### config.mk
export PLATFORM = sky130hd
export DESIGN_NAME = asic_output_analyzer_flat
export DESIGN_NICKNAME = d
export VERILOG_FILES = /design/src/rtl/asic_output_analyzer_if.sv /design/src/rtl/asic_output_analyzer.sv /design/src/flat_wrapper.sv
export SDC_FILE = /design/constraint.sdc
export NUM_CORES = 1
export LEC_CHECK = 0
export ABC_CLOCK_PERIOD_IN_PS = 4500
export CELL_PAD_IN_SITES_DETAIL_PLACEMENT = 1
export CELL_PAD_IN_SITES_GLOBAL_PLACEMENT = 2
export CORE_MARGIN = 3
export CORE_UTILIZATION = 37
export DETAILED_ROUTE_END_ITERATION = 6
export PLACE_DENSITY = 0.9
export SLEW_MARGIN = 5
export SYNTH_ARGS = -nofsm -noshare
export SYNTH_HDL_FRONTEND = slang
export SYNTH_SLANG_ARGS = --single-unit
### constraint.sdc
create_clock -name clk -period 4.5 [get_ports clk]
set_clock_uncertainty 0.2 [all_clocks]
set_input_delay 0.9 -clock clk [delete_from_list [all_inputs] [get_ports clk]]
set_output_delay 0.9 -clock clk [all_outputs]
set_load 0.005 [all_outputs]
### src/rtl/asic_output_analyzer_if.sv
// Sample stream into the output analyzer and the classification results out of it.
//   master : sample source / result consumer (drives sample_*, reads results)
//   slave  : the analyzer (reads sample_*, drives avg_aux*, network_output,
//            output_valid, result_strobe)
interface asic_output_analyzer_if #(
    parameter int unsigned DATA_WIDTH = 12
);
    logic                  sample_valid;
    logic [1:0]            sample_chan;
    logic [DATA_WIDTH-1:0] sample_data;

    logic [DATA_WIDTH-1:0] avg_aux0;
    logic [DATA_WIDTH-1:0] avg_aux1;
    logic [DATA_WIDTH-1:0] avg_aux2;
    logic [DATA_WIDTH-1:0] avg_aux3;
    logic [1:0]            network_output;
    logic                  output_valid;
    logic                  result_strobe;

    modport master (
        output sample_valid, sample_chan, sample_data,
        input  avg_aux0, avg_aux1, avg_aux2, avg_aux3,
        input  network_output, output_valid, result_strobe
    );

    modport slave (
        input  sample_valid, sample_chan, sample_data,
        output avg_aux0, avg_aux1, avg_aux2, avg_aux3,
        output network_output, output_valid, result_strobe
    );
endinterface

### src/rtl/asic_output_analyzer.sv
// Averages the four ASIC output-neuron voltages (AUX0..AUX3) over fixed
// windows of 2^AVG_LOG2 samples per channel, picks the winning neuron with
// threshold and hysteresis, and presents a registered classification.
//   clk  : system clock
//   rst  : synchronous active-high reset
//   bus  : slave side of asic_output_analyzer_if
//          in : sample_valid, sample_chan[1:0], sample_data[DATA_WIDTH-1:0]
//          out: avg_aux0..3, network_output[1:0], output_valid, result_strobe
module asic_output_analyzer #(
    parameter int unsigned           AVG_LOG2   = 4,
    parameter int unsigned           DATA_WIDTH = 12,
    parameter logic [DATA_WIDTH-1:0] THRESHOLD  = DATA_WIDTH'(12'h200),
    parameter logic [DATA_WIDTH-1:0] HYST       = DATA_WIDTH'(12'h020)
) (
    input  logic                    clk,
    input  logic                    rst,
    asic_output_analyzer_if.slave   bus
);
    localparam int unsigned NUM_CH = 4;
    localparam int unsigned AW     = DATA_WIDTH + AVG_LOG2;
    localparam int unsigned CW     = AVG_LOG2 + 1;
    localparam logic [CW-1:0] CNT_FULL = CW'(2 ** AVG_LOG2);

    typedef enum logic [1:0] {
        ACCUM   = 2'd0,
        COMPARE = 2'd1,
        DECIDE  = 2'd2
    } state_t;

    state_t                state_q, state_d;
    logic [AW-1:0]         acc_q  [NUM_CH];
    logic [AW-1:0]         acc_d  [NUM_CH];
    logic [CW-1:0]         cnt_q  [NUM_CH];
    logic [CW-1:0]         cnt_d  [NUM_CH];
    logic [DATA_WIDTH-1:0] avg_q  [NUM_CH];
    logic [DATA_WIDTH-1:0] avg_d  [NUM_CH];
    logic [1:0]            idx_q, idx_d;
    logic [DATA_WIDTH-1:0] best_q, best_d;
    logic [1:0]            best_idx_q, best_idx_d;
    logic [1:0]            net_q, net_d;
    logic                  valid_q, valid_d;
    logic                  strobe_q, strobe_d;

    // Accumulator values including this cycle's sample (if it fits)
    logic [AW-1:0]         acc_n  [NUM_CH];
    logic [CW-1:0]         cnt_n  [NUM_CH];
    logic                  all_full;
    logic [DATA_WIDTH:0]   hyst_limit;

    // Next-state, accumulation, compare scan and decision
    always_comb begin
        state_d    = state_q;
        idx_d      = idx_q;
        best_d     = best_q;
        best_idx_d = best_idx_q;
        net_d      = net_q;
        valid_d    = valid_q;
        strobe_d   = 1'b0;
        all_full   = 1'b1;
        hyst_limit = {1'b0, avg_q[net_q]} + {1'b0, HYST};

        for (int i = 0; i < NUM_CH; i++) begin
            acc_n[i] = acc_q[i];
            cnt_n[i] = cnt_q[i];
            // Samples on a full channel are dropped; the accumulator is sized
            // so a full window can never wrap.
            if (bus.sample_valid && (bus.sample_chan == 2'(i)) && (cnt_q[i] < CNT_FULL)) begin
                acc_n[i] = acc_q[i] + AW'(bus.sample_data);
                cnt_n[i] = cnt_q[i] + CW'(1);
            end
            if (cnt_n[i] != CNT_FULL) begin
                all_full = 1'b0;
            end
            acc_d[i] = acc_n[i];
            cnt_d[i] = cnt_n[i];
            avg_d[i] = avg_q[i];
        end

        case (state_q)
            ACCUM: begin
                // Completion includes the sample arriving this cycle, so the
                // completing sample edge is the edge that latches the averages.
                if (all_full) begin
                    for (int i = 0; i < NUM_CH; i++) begin
                        avg_d[i] = DATA_WIDTH'(acc_n[i] >> AVG_LOG2);
                        acc_d[i] = '0;
                        cnt_d[i] = '0;
                        // A sample not consumed above (its channel was already
                        // saturated) starts the new window.
                        if (bus.sample_valid && (bus.sample_chan == 2'(i)) && (cnt_q[i] == CNT_FULL)) begin
                            acc_d[i] = AW'(bus.sample_data);
                            cnt_d[i] = CW'(1);
                        end
                    end
                    idx_d      = 2'd0;
                    best_d     = '0;
                    best_idx_d = 2'd0;
                    state_d    = COMPARE;
                end
            end

            COMPARE: begin
                // Strictly greater: ties keep the lowest index
                if (avg_q[idx_q] > best_q) begin
                    best_d     = avg_q[idx_q];
                    best_idx_d = idx_q;
                end
                idx_d = 2'(idx_q + 2'd1);
                if (idx_q == 2'd3) begin
                    state_d = DECIDE;
                end
            end

            DECIDE: begin
                strobe_d = 1'b1;
                state_d  = ACCUM;
                if (best_q < THRESHOLD) begin
                    valid_d = 1'b0;
                end else if (valid_q && (best_idx_q != net_q) &&
                             ({1'b0, best_q} <= hyst_limit)) begin
                    // Challenger not clearly ahead of the current winner
                    valid_d = 1'b1;
                end else begin
                    net_d   = best_idx_q;
                    valid_d = 1'b1;
                end
            end

            default: begin
                state_d = ACCUM;
            end
        endcase
    end

    // State and output registers
    always_ff @(posedge clk) begin
        if (rst) begin
            state_q    <= ACCUM;
            idx_q      <= 2'd0;
            best_q     <= '0;
            best_idx_q <= 2'd0;
            net_q      <= 2'd0;
            valid_q    <= 1'b0;
            strobe_q   <= 1'b0;
            for (int i = 0; i < NUM_CH; i++) begin
                acc_q[i] <= '0;
                cnt_q[i] <= '0;
                avg_q[i] <= '0;
            end
        end else begin
            state_q    <= state_d;
            idx_q      <= idx_d;
            best_q     <= best_d;
            best_idx_q <= best_idx_d;
            net_q      <= net_d;
            valid_q    <= valid_d;
            strobe_q   <= strobe_d;
            for (int i = 0; i < NUM_CH; i++) begin
                acc_q[i] <= acc_d[i];
                cnt_q[i] <= cnt_d[i];
                avg_q[i] <= avg_d[i];
            end
        end
    end

    assign bus.avg_aux0       = avg_q[0];
    assign bus.avg_aux1       = avg_q[1];
    assign bus.avg_aux2       = avg_q[2];
    assign bus.avg_aux3       = avg_q[3];
    assign bus.network_output = net_q;
    assign bus.output_valid   = valid_q;
    assign bus.result_strobe  = strobe_q;

endmodule
### src/flat_wrapper.sv
// flat-port wrapper written by rule: the top's interface ports become plain ports
module asic_output_analyzer_flat 
#(
    parameter int unsigned           AVG_LOG2   = 4,
    parameter int unsigned           DATA_WIDTH = 12,
    parameter logic [DATA_WIDTH-1:0] THRESHOLD  = DATA_WIDTH'(12'h200),
    parameter logic [DATA_WIDTH-1:0] HYST       = DATA_WIDTH'(12'h020)
)
  (clk, rst, bus_sample_valid, bus_sample_chan, bus_sample_data, bus_avg_aux0, bus_avg_aux1, bus_avg_aux2, bus_avg_aux3, bus_network_output, bus_output_valid, bus_result_strobe);
  asic_output_analyzer_if #(.DATA_WIDTH(DATA_WIDTH)) bus_i ();
  input  logic clk;
  input  logic rst;
  input wire logic [$bits(bus_i.sample_valid)-1:0] bus_sample_valid;
  input wire logic [$bits(bus_i.sample_chan)-1:0] bus_sample_chan;
  input wire logic [$bits(bus_i.sample_data)-1:0] bus_sample_data;
  output wire logic [$bits(bus_i.avg_aux0)-1:0] bus_avg_aux0;
  output wire logic [$bits(bus_i.avg_aux1)-1:0] bus_avg_aux1;
  output wire logic [$bits(bus_i.avg_aux2)-1:0] bus_avg_aux2;
  output wire logic [$bits(bus_i.avg_aux3)-1:0] bus_avg_aux3;
  output wire logic [$bits(bus_i.network_output)-1:0] bus_network_output;
  output wire logic [$bits(bus_i.output_valid)-1:0] bus_output_valid;
  output wire logic [$bits(bus_i.result_strobe)-1:0] bus_result_strobe;
  assign bus_i.sample_valid = bus_sample_valid;
  assign bus_i.sample_chan = bus_sample_chan;
  assign bus_i.sample_data = bus_sample_data;
  assign bus_avg_aux0 = bus_i.avg_aux0;
  assign bus_avg_aux1 = bus_i.avg_aux1;
  assign bus_avg_aux2 = bus_i.avg_aux2;
  assign bus_avg_aux3 = bus_i.avg_aux3;
  assign bus_network_output = bus_i.network_output;
  assign bus_output_valid = bus_i.output_valid;
  assign bus_result_strobe = bus_i.result_strobe;
  asic_output_analyzer #(.AVG_LOG2(AVG_LOG2), .DATA_WIDTH(DATA_WIDTH), .THRESHOLD(THRESHOLD), .HYST(HYST)) u_core (.clk(clk), .rst(rst), .bus(bus_i));
endmodule
Word-level counts from Yosys, hierarchy flattened
Memories as Yosys holds them, arrays and structs flattened. A register that Yosys moved wholly into a read port is not among the register bits.
Index checks and enable logic that the tools add are counted.
- bitwise logic cells: 14
- order comparisons: 7
- add/subtract/negate cells: 10
- reduce and logical (&&, ||, !) cells: 21
- mux-type cells: 57
- equal/unequal tests: 18
- operators with widths (cell ; count):
    $mux W16 ; 8
    $mux W64 ; 2
    $mux W12 ; 10
    $mux W48 ; 2
    $add A16 B12 Y16 ; 4
    $mux W20 ; 2
    $mux W5 ; 8
    $pmux W12 S2 ; 1
    $add A5 B1 Y5 const B ; 4
    $eq A5 B5 Y1 const B ; 4
    $lt A5 B5 Y1 const B ; 4
    $ne A5 B5 Y1 const B ; 4
    $mux W2 ; 8
    $logic_and A1 B1 Y1 ; 14
    $add A12 B6 Y13 const B ; 1
    $le A12 B13 Y1 ; 1
    $mux W1 ; 13
    $gt A12 B12 Y1 ; 1
    $lt A12 B10 Y1 const B ; 1
    $or A1 B1 Y1 ; 12
    $pmux W2 S2 ; 3
    $eq A2 B2 Y1 const B ; 4
    $ne A2 B1 Y1 const B ; 3
    $reduce_and A3 Y1 ; 2
    other kinds (7) ; 11
- bits in writable memories: 132
- word-level logic and storage cells: 137
- memories kept: 3
- bits in registers: 22
- bits of input ports: 17
- output and inout port bits: 52
- memory list (name ; depth ; width ; read ports ; clocked after memory_dff ; write ports ; line ; RTL):
    u_core.acc_q ; 4 ; 16 ; 4 ; 0 ; 4 ; asic_output_analyzer.sv:31 ; logic [AW-1:0] acc_q [NUM_CH];
    u_core.avg_q ; 4 ; 12 ; 6 ; 2 ; 4 ; asic_output_analyzer.sv:35 ; logic [DATA_WIDTH-1:0] avg_q [NUM_CH];
    u_core.cnt_q ; 4 ; 5 ; 4 ; 0 ; 4 ; asic_output_analyzer.sv:33 ; logic [CW-1:0] cnt_q [NUM_CH];

Depth between registers and ports, before layout
Gate-level depths: netlist of the first run.
- depth in word-level cells: 13
- depth in mapped cells: 14
- mapped depth without buffers: 13

Worst setup path after synthesis of the first run
No wires, ideal clock.
- path type: register to register
- start point: register with a tool-made name
- end point: register with a tool-made name
- cell stages (with the launch flop): 15
- data required time: 4.168 ns
- library setup time: 0.132 ns
- setup slack: 0.925 ns
- buffers on the path: 1
- data arrival time: 3.243 ns
- clock period less this slack: 3.575 ns
- path through: dfxtp_1 -> buf_2 -> mux4_2 -> ha_1 -> and3_1 -> nand3_1 -> xor2_1 -> ha_1 -> nand3_1 -> or2_2 -> a311oi_1 -> o21ai_0 -> o21ai_0 -> mux2i_1 -> nor2_1

==> results.sh, run 1 <==
export IMPL_status="completed"
export IMPL_async_flop_share_pct=0
export IMPL_clkLatencyLatePin_ps=440
export IMPL_dieArea_um2=29200
export IMPL_rrSetupSlack_ps=590
export IMPL_synthesis_area_um2=10000
export IMPL_finalSetupViolCount=0
export IMPL_whs_ps=303
export IMPL_clock_fmax_mhz=252
export IMPL_synth_ff_type="dfxtp_1"
export IMPL_final_hold_viol_count=0
export IMPL_grt_overflow=0
export IMPL_ys_ff_latch=158
export IMPL_startpoint_type="input port"
export IMPL_p_leak_nw=4.41
export IMPL_hp_class="reg2reg"
export IMPL_cp_top_family="simple AND/OR/NAND/NOR gates"
export IMPL_die_h_um=171
export IMPL_power_density_nw_per_um2=280
export IMPL_drc=0
export IMPL_nets=1354
export IMPL_cpMaxStageDelayCell="clkdlybuf4s50_1"
export IMPL_drtIter0Drc=553
export IMPL_syn2layout_area_growth_pct=17.8
export IMPL_path_max_fanout=18
export IMPL_critPathCaptureType="register"
export IMPL_place_area_um2=11200
export IMPL_place_inst=1567
export IMPL_clockBufferDepth=2
export IMPL_max_slew_margin_pct=28.5
export IMPL_io_pin_count=69
export IMPL_first_pass_iters=5
export IMPL_cap_violations=0
export IMPL_wl_mm=32.3
export IMPL_tightestPinTransition_ps=1070
export IMPL_postSynthAreaPerCell_um2=8.50
export IMPL_ys_types=73
export IMPL_synth_edff_count=0
export IMPL_fin_cells=1600
export IMPL_synth_nets=1284
export IMPL_ctsHtreeMaxLevel=4
export IMPL_finalMaxSlewViolations=0
export IMPL_rsz0062_at_grt="false"
export IMPL_wl_per_cell_um=20.2
export IMPL_hold_end="u_core.best_idx_q[1]$_SDFFE_PP0P_"
export IMPL_grt_start_max_net_pins=61
export IMPL_num_rows=59
export IMPL_peakVddDrop_mv=0.212
export IMPL_slowest_delay_ps=740
export IMPL_die_w_um=171
export IMPL_period_needed_ps=3970
export IMPL_antenna_found_initial=0
export IMPL_crit_chain="clkdlybuf4s50_1 -> or4b_1 -> o21ai_1 -> o211ai_1 -> nor3_1 -> and4b_2 -> buf_4 -> nor2_1 -> a211oi_1"
export IMPL_vias=9159
export IMPL_synth_cells=1181
export IMPL_via_per_inst=5.72
export IMPL_track_usage_pct=22.4
export IMPL_post_route_period_util_pct=88.2
export IMPL_drtAntennaViolNets=0
export IMPL_cts_tree="built"
export IMPL_gp_congestion=0.861
export IMPL_core_um2=26400
export IMPL_cts_buffers=17
export IMPL_clk_pin_slew_ps=80
export IMPL_final_area_um2=11800
export IMPL_layout_drive_gt1_share_pct=9.02
export IMPL_critical_path_class="in2reg"
export IMPL_cp_num_buf_inv=2
export IMPL_reg2regPathDepth=13
export IMPL_fin_tns_setup_ps=0
export IMPL_cp_data_required_time_ps=4640
export IMPL_arrival_ps=4100
export IMPL_post_dp_hpwl_mm=25.3
export IMPL_min_from="u_core.idx_q[1]$_SDFFE_PP0P_"
export IMPL_seq_area_frac_synth_pct=31.5
export IMPL_start_util_pct=38.1
export IMPL_cts_root_buf="clkbuf_16"
export IMPL_yosys_warnings=0
export IMPL_worstReg2RegEnd="u_core.bus.network_output[0]$_SDFFE_PP0P_"
export IMPL_grt_pass1_vias=9258
export IMPL_post_cts_buffers=0
export IMPL_min_path_cells=2
export IMPL_cts_resized=0
export IMPL_hold_buffers=0
export IMPL_cts_sinks=158
export IMPL_grt_first_pass_wirelength_mm=51.5
export IMPL_portBuffers=68
-- layout make-up --
cell class | count | area [µm²]
fillers | 3092 | 14500
multi-input cells | 924 | 6490
flip-flops and latches | 158 | 3160
repair buffers | 105 | 978
clock buffers | 17 | 425
well taps | 335 | 419
clock inverters | 15 | 173
inverters | 45 | 169
diodes | 1 | 2.50
-- worst max path at each step --
stage                       startpoint                                         to  depth (start not counted)
CTS                           register                                   register                         13
global route                  register  u_core.bus.network_output[1]$_SDFFE_PP0P_                         13
finish                bus_sample_valid            u_core.avg_q[0][0]$_SDFFE_PP0P_                          9
global placement    bus_sample_data[0]            u_core.avg_q[0][8]$_SDFFE_PP0P_                         12
detailed placement    bus_sample_valid            u_core.avg_q[0][0]$_SDFFE_PP0P_                          9
floorplan                     register                                   register                         14
-- worst register-to-register path: cells and delay by family, from the launching register on --
family	cells	cell delay (ps)
AOI/OAI and AO/OA	3	800
xor gates and xnor gates	1	70
adders and majority gates	2	550
DFF	1	550
muxes	2	860
and+or+nand+nor	5	760
-- kinds of logic after synthesis --
group	synth area share (%)
mux	9.57
flops	31.5
xor+xnor	5.06
buf+inv	4.12
compound gates	18.8
simple gates	19.9
fa+ha+maj	11.0
-- through the flow --
stage	utilization (%)	total power [mW]	worst slack (ps)
floorplan	-	1.75	925
global placement	42.6	1.86	268
detailed placement	42.6	1.87	154
CTS	44.9	3.33	519
global route	44.9	3.44	292
finish	44.9	3.31	532
-- placed cells by master (no fill, tap or decap), types with 18 or more instances in the layout --
master and n:
inv_1 45, dfxtp_1 158, buf_4 35, nor3_1 20, nand2b_1 19, a211oi_1 33, nand2_1 153, a21oi_1 60
xor2_1 25, mux4_2 24, mux2i_1 42, o22ai_1 25, clkdlybuf4s50_1 67, xnor2_1 33, nor2_1 108, a21o_1 18
o21ai_0 78, ha_1 82, nand3_1 28
-- report_power, final --
| part | switching, mW | internal, mW |
|---|---|---|
| registers | 0.0262 | 1.42 |
| logic | 0.243 | 0.154 |
| clock network | 0.713 | 0.747 |
| total | 0.982 | 2.33 |
-- registers in the layout, summed over array words and instances, names as in the netlist, named ones only --
register                   count
u_core.acc_q                  64
u_core.bus.result_strobe       1
u_core.avg_q                  48
u_core.state_q                 2
u_core.cnt_q                  20
u_core.bus.output_valid        1
u_core.best_q                 12
u_core.idx_q                   2
u_core.best_idx_q              2
u_core.bus.network_output      2
-- synth_stat cells, types with 6 or more instances --
cell	n	area share [%]
a21oi_1	60	3.0
a21o_1	18	1.3
clkbuf_1	30	1.1
xnor2_1	33	2.9
and3_1	9	0.56
or3_1	7	0.44
mux2i_1	42	4.2
nand2b_1	20	1.2
o21ai_1	8	0.40
mux4_2	24	5.4
a211oi_1	33	2.5
a311oi_1	6	0.52
inv_1	45	1.7
o22ai_1	25	1.6
xor2_1	25	2.2
a31oi_1	7	0.44
dfxtp_1	158	32
ha_1	82	10
nor2b_1	11	0.69
o21bai_1	7	0.52
nand3_1	28	1.4
nand2_1	153	5.7
buf_2	15	0.75
nor2_1	108	4.0
or2_2	6	0.37
nor4_1	6	0.37
o21a_1	12	0.90
o21ai_0	78	3.9
nor3b_1	9	0.67
nand4_1	8	0.50
nor4b_1	7	0.61
nor3_1	20	1.0
-- routing by layer --
| layer | wire length (µm) | share of wire [%] | vias up | global-route usage, % |
|---|---|---|---|---|
| met3 | 1040 | 3.2 | 47 | 2.59 |
| met2 | 15000 | 46 | 176 | 37.1 |
| met5 | 0 | 0 | - | 0 |
| met1 | 15300 | 47 | 4507 | 30.4 |
| met4 | 977 | 3.0 | 0 | 7.58 |
| li1 | - | - | 4429 | - |
No activity file was read; power rests on OpenSTA's default activity.
==> inputs of run 2 (changes only) <==
--- a/config.mk
+++ b/config.mk
@@ -5,13 +5,14 @@
 export SDC_FILE = /design/constraint.sdc
 export NUM_CORES = 1
 export LEC_CHECK = 0
-export ABC_CLOCK_PERIOD_IN_PS = 4500
+export ABC_CLOCK_PERIOD_IN_PS = 5130
 export CELL_PAD_IN_SITES_DETAIL_PLACEMENT = 1
 export CELL_PAD_IN_SITES_GLOBAL_PLACEMENT = 2
 export CORE_MARGIN = 3
-export CORE_UTILIZATION = 37
+export CORE_UTILIZATION = 40
 export DETAILED_ROUTE_END_ITERATION = 6
-export PLACE_DENSITY = 0.9
+export PLACE_DENSITY = 0.95
+export SETUP_SLACK_MARGIN = 0.3
 export SLEW_MARGIN = 5
 export SYNTH_ARGS = -nofsm -noshare
 export SYNTH_HDL_FRONTEND = slang
==> constraint.sdc (replaced) <==
create_clock -name clk -period 5.13 [get_ports clk]
set_clock_uncertainty 0.2 [all_clocks]
set_input_delay 1.026 -clock clk [delete_from_list [all_inputs] [get_ports clk]]
set_output_delay 1.026 -clock clk [all_outputs]
set_load 0.005 [all_outputs]
==> results.sh, run 2 (same netlist as run 1, synthesis figures left out) <==
export IMPL_seqCellArea_um2=3160
export IMPL_critPathCaptureType="register"
export IMPL_hold_buffers=0
export IMPL_first_pass_iters=5
export IMPL_clockBufferDepth=2
export IMPL_layout_drive_gt1_share_pct=7.56
export IMPL_die_h_um=164
export IMPL_crit_chain="clkdlybuf4s50_1 -> nor4bb_2 -> mux2i_1 -> o221ai_1 -> nor4_4 -> and2_2 -> nand3_1 -> o22ai_1"
export IMPL_hold_end="u_core.best_idx_q[1]$_SDFFE_PP0P_"
export IMPL_rrSetupSlack_ps=1070
export IMPL_cts_root_buf="clkbuf_16"
export IMPL_track_usage_pct=24.1
export IMPL_setup_ws_ps=775
export IMPL_drc=0
export IMPL_cp_top_family="simple AND/OR/NAND/NOR gates"
export IMPL_drtIter0Drc=600
export IMPL_grt_first_pass_wirelength_mm=51.2
export IMPL_worstReg2RegEnd="u_core.bus.network_output[1]$_SDFFE_PP0P_"
export IMPL_grt_pass1_vias=9151
export IMPL_wl_met3_mm=1.40
export IMPL_top_register="u_core.acc_q"
export IMPL_reg_top3="u_core.acc_q: 64 flops, u_core.avg_q: 48 flops, u_core.cnt_q: 20 flops"
export IMPL_post_dp_hpwl_mm=24.4
export IMPL_fin_util_pct=47.7
export IMPL_status="completed"
export IMPL_num_rows=57
export IMPL_critical_path_class="in2reg"
export IMPL_layout_common_cells="dfxtp_1 (158), nand2_1 (153), nor2_1 (108), ha_1 (82), o21ai_0 (78)"
export IMPL_cts_resized=0
export IMPL_final_hold_viol_count=0
export IMPL_multi_input_area_um2=6490
export IMPL_io_pin_count=69
export IMPL_cp_num_buf_inv=1
export IMPL_nets=1334
export IMPL_startpoint_type="input port"
export IMPL_final_area_um2=11700
export IMPL_top_layer="met4"
export IMPL_pre_cts_ws_ps=503
export IMPL_hp_class="reg2reg"
export IMPL_wl_per_cell_um=20.6
export IMPL_via_per_inst=5.82
export IMPL_cpMaxStageDelayCell="clkdlybuf4s50_1"
export IMPL_vias=9131
export IMPL_finalMaxSlewViolations=0
export IMPL_post_cts_buffers=0
export IMPL_wl_mm=32.3
export IMPL_cts_tree="built"
export IMPL_start_util_pct=41.0
export IMPL_peakVddDrop_mv=0.163
export IMPL_finalPower_mw=2.90
export IMPL_finalSetupViolCount=0
export IMPL_clk_pin_slew_ps=70
export IMPL_portBuffers=68
export IMPL_largest_register_ffs=64
export IMPL_place_area_um2=11100
export IMPL_clock_fmax_mhz=230
export IMPL_rsz0062_at_grt="false"
export IMPL_drtAntennaViolNets=0
export IMPL_dieArea_um2=27000
export IMPL_cap_violations=0
export IMPL_fin_tns_setup_ps=0
export IMPL_reg2regPathDepth=13
export IMPL_die_w_um=164
export IMPL_max_slew_margin_pct=19.9
export IMPL_grt_start_max_net_pins=62
export IMPL_syn2layout_area_growth_pct=16.2
export IMPL_path_max_fanout=13
export IMPL_power_density_nw_per_um2=249
export IMPL_post_route_period_util_pct=84.9
export IMPL_slowest_delay_ps=670
export IMPL_p_leak_nw=4.30
export IMPL_grt_overflow=0
export IMPL_cp_data_required_time_ps=5250
export IMPL_clkLatencyLatePin_ps=430
export IMPL_n_antenna_cell=0
export IMPL_antenna_found_initial=0
export IMPL_ctsHtreeMaxLevel=4
export IMPL_min_from="u_core.idx_q[1]$_SDFFE_PP0P_"
export IMPL_arrival_ps=4470
export IMPL_cts_sinks=158
export IMPL_route_layer_met1_wl_mm=14.9
export IMPL_fillCellCount=2872
export IMPL_gp_congestion=0.915
export IMPL_cts_buffers=17
export IMPL_wl_met2_mm=15.0
export IMPL_tightestPinTransition_ps=1200
export IMPL_period_needed_ps=4350
export IMPL_final_common_cell="dfxtp_1"
export IMPL_min_path_cells=2
export IMPL_core_um2=24500
-- run 2: changes by cell type in the layout (fill, tap and decap cells not counted) --
| cell | before | now |
|---|---|---|
| buf_12 | 2 | 3 |
| buf_4 | 35 | 14 |
| clkinv_2 | 1 | 0 |
| clkinv_4 | 3 | 2 |
| clkinv_8 | 5 | 3 |
| clkinvlp_4 | 0 | 2 |
| diode_2 | 1 | 0 |
| inv_6 | 3 | 2 |
| inv_8 | 3 | 6 |
-- run 2: layout make-up --
cell class                      instances  area share, %
Multi-Input combinational cell        924           55.7
Sequential cell                       158           27.1
Tap cell                              324           3.48
Timing Repair Buffer                   85           7.21
Clock buffer                           17           3.65
Clock inverter                         15           1.43
Inverter                               45           1.45
-- run 2: worst min-delay path, cell delays in order (launching register included) --
cell	delay (ps)
dfxtp_1	340
nand2_1	60
mux2i_1	60
-- run 2: routing by layer --
metal | up-vias | GRT usage [%]
met3 | 53 | 2.76
met2 | 229 | 40.1
met1 | 4464 | 32.7
li1 | 4385 | -
met4 | 0 | 8.23
met5 | - | 0
-- run 2: how the worst max path moves through the flow --
stage,start,to,slack (ps),depth (start not counted)
6_report,bus_sample_valid,u_core.acc_q[0][36]$_SDFF_PP0_,780,8
4_1_cts,bus_sample_valid,u_core.acc_q[0][36]$_SDFF_PP0_,880,8
3_3_place_gp,bus_sample_data[1],u_core.avg_q[1][10]$_SDFFE_PP0P_,650,10
3_5_place_dp,bus_sample_valid,u_core.acc_q[0][36]$_SDFF_PP0_,500,8
2_1_floorplan,register,register,1550,14
5_1_grt,bus_sample_valid,u_core.acc_q[0][36]$_SDFF_PP0_,580,8
-- run 2: stage by stage --
| step | instances | hold WS [ps] |
|---|---|---|
| 2_1_floorplan | 1181 | 255 |
| 3_3_place_gp | 1536 | 281 |
| 3_5_place_dp | 1536 | 296 |
| 4_1_cts | 1568 | 304 |
| 5_1_grt | 1568 | 333 |
| 6_report | 1568 | 300 |
-- run 2: power by group --
part / switching, mW / internal (mW)
Clock: 0.625 / 0.656
Combinational: 0.213 / 0.134
Sequential: 0.0242 / 1.25
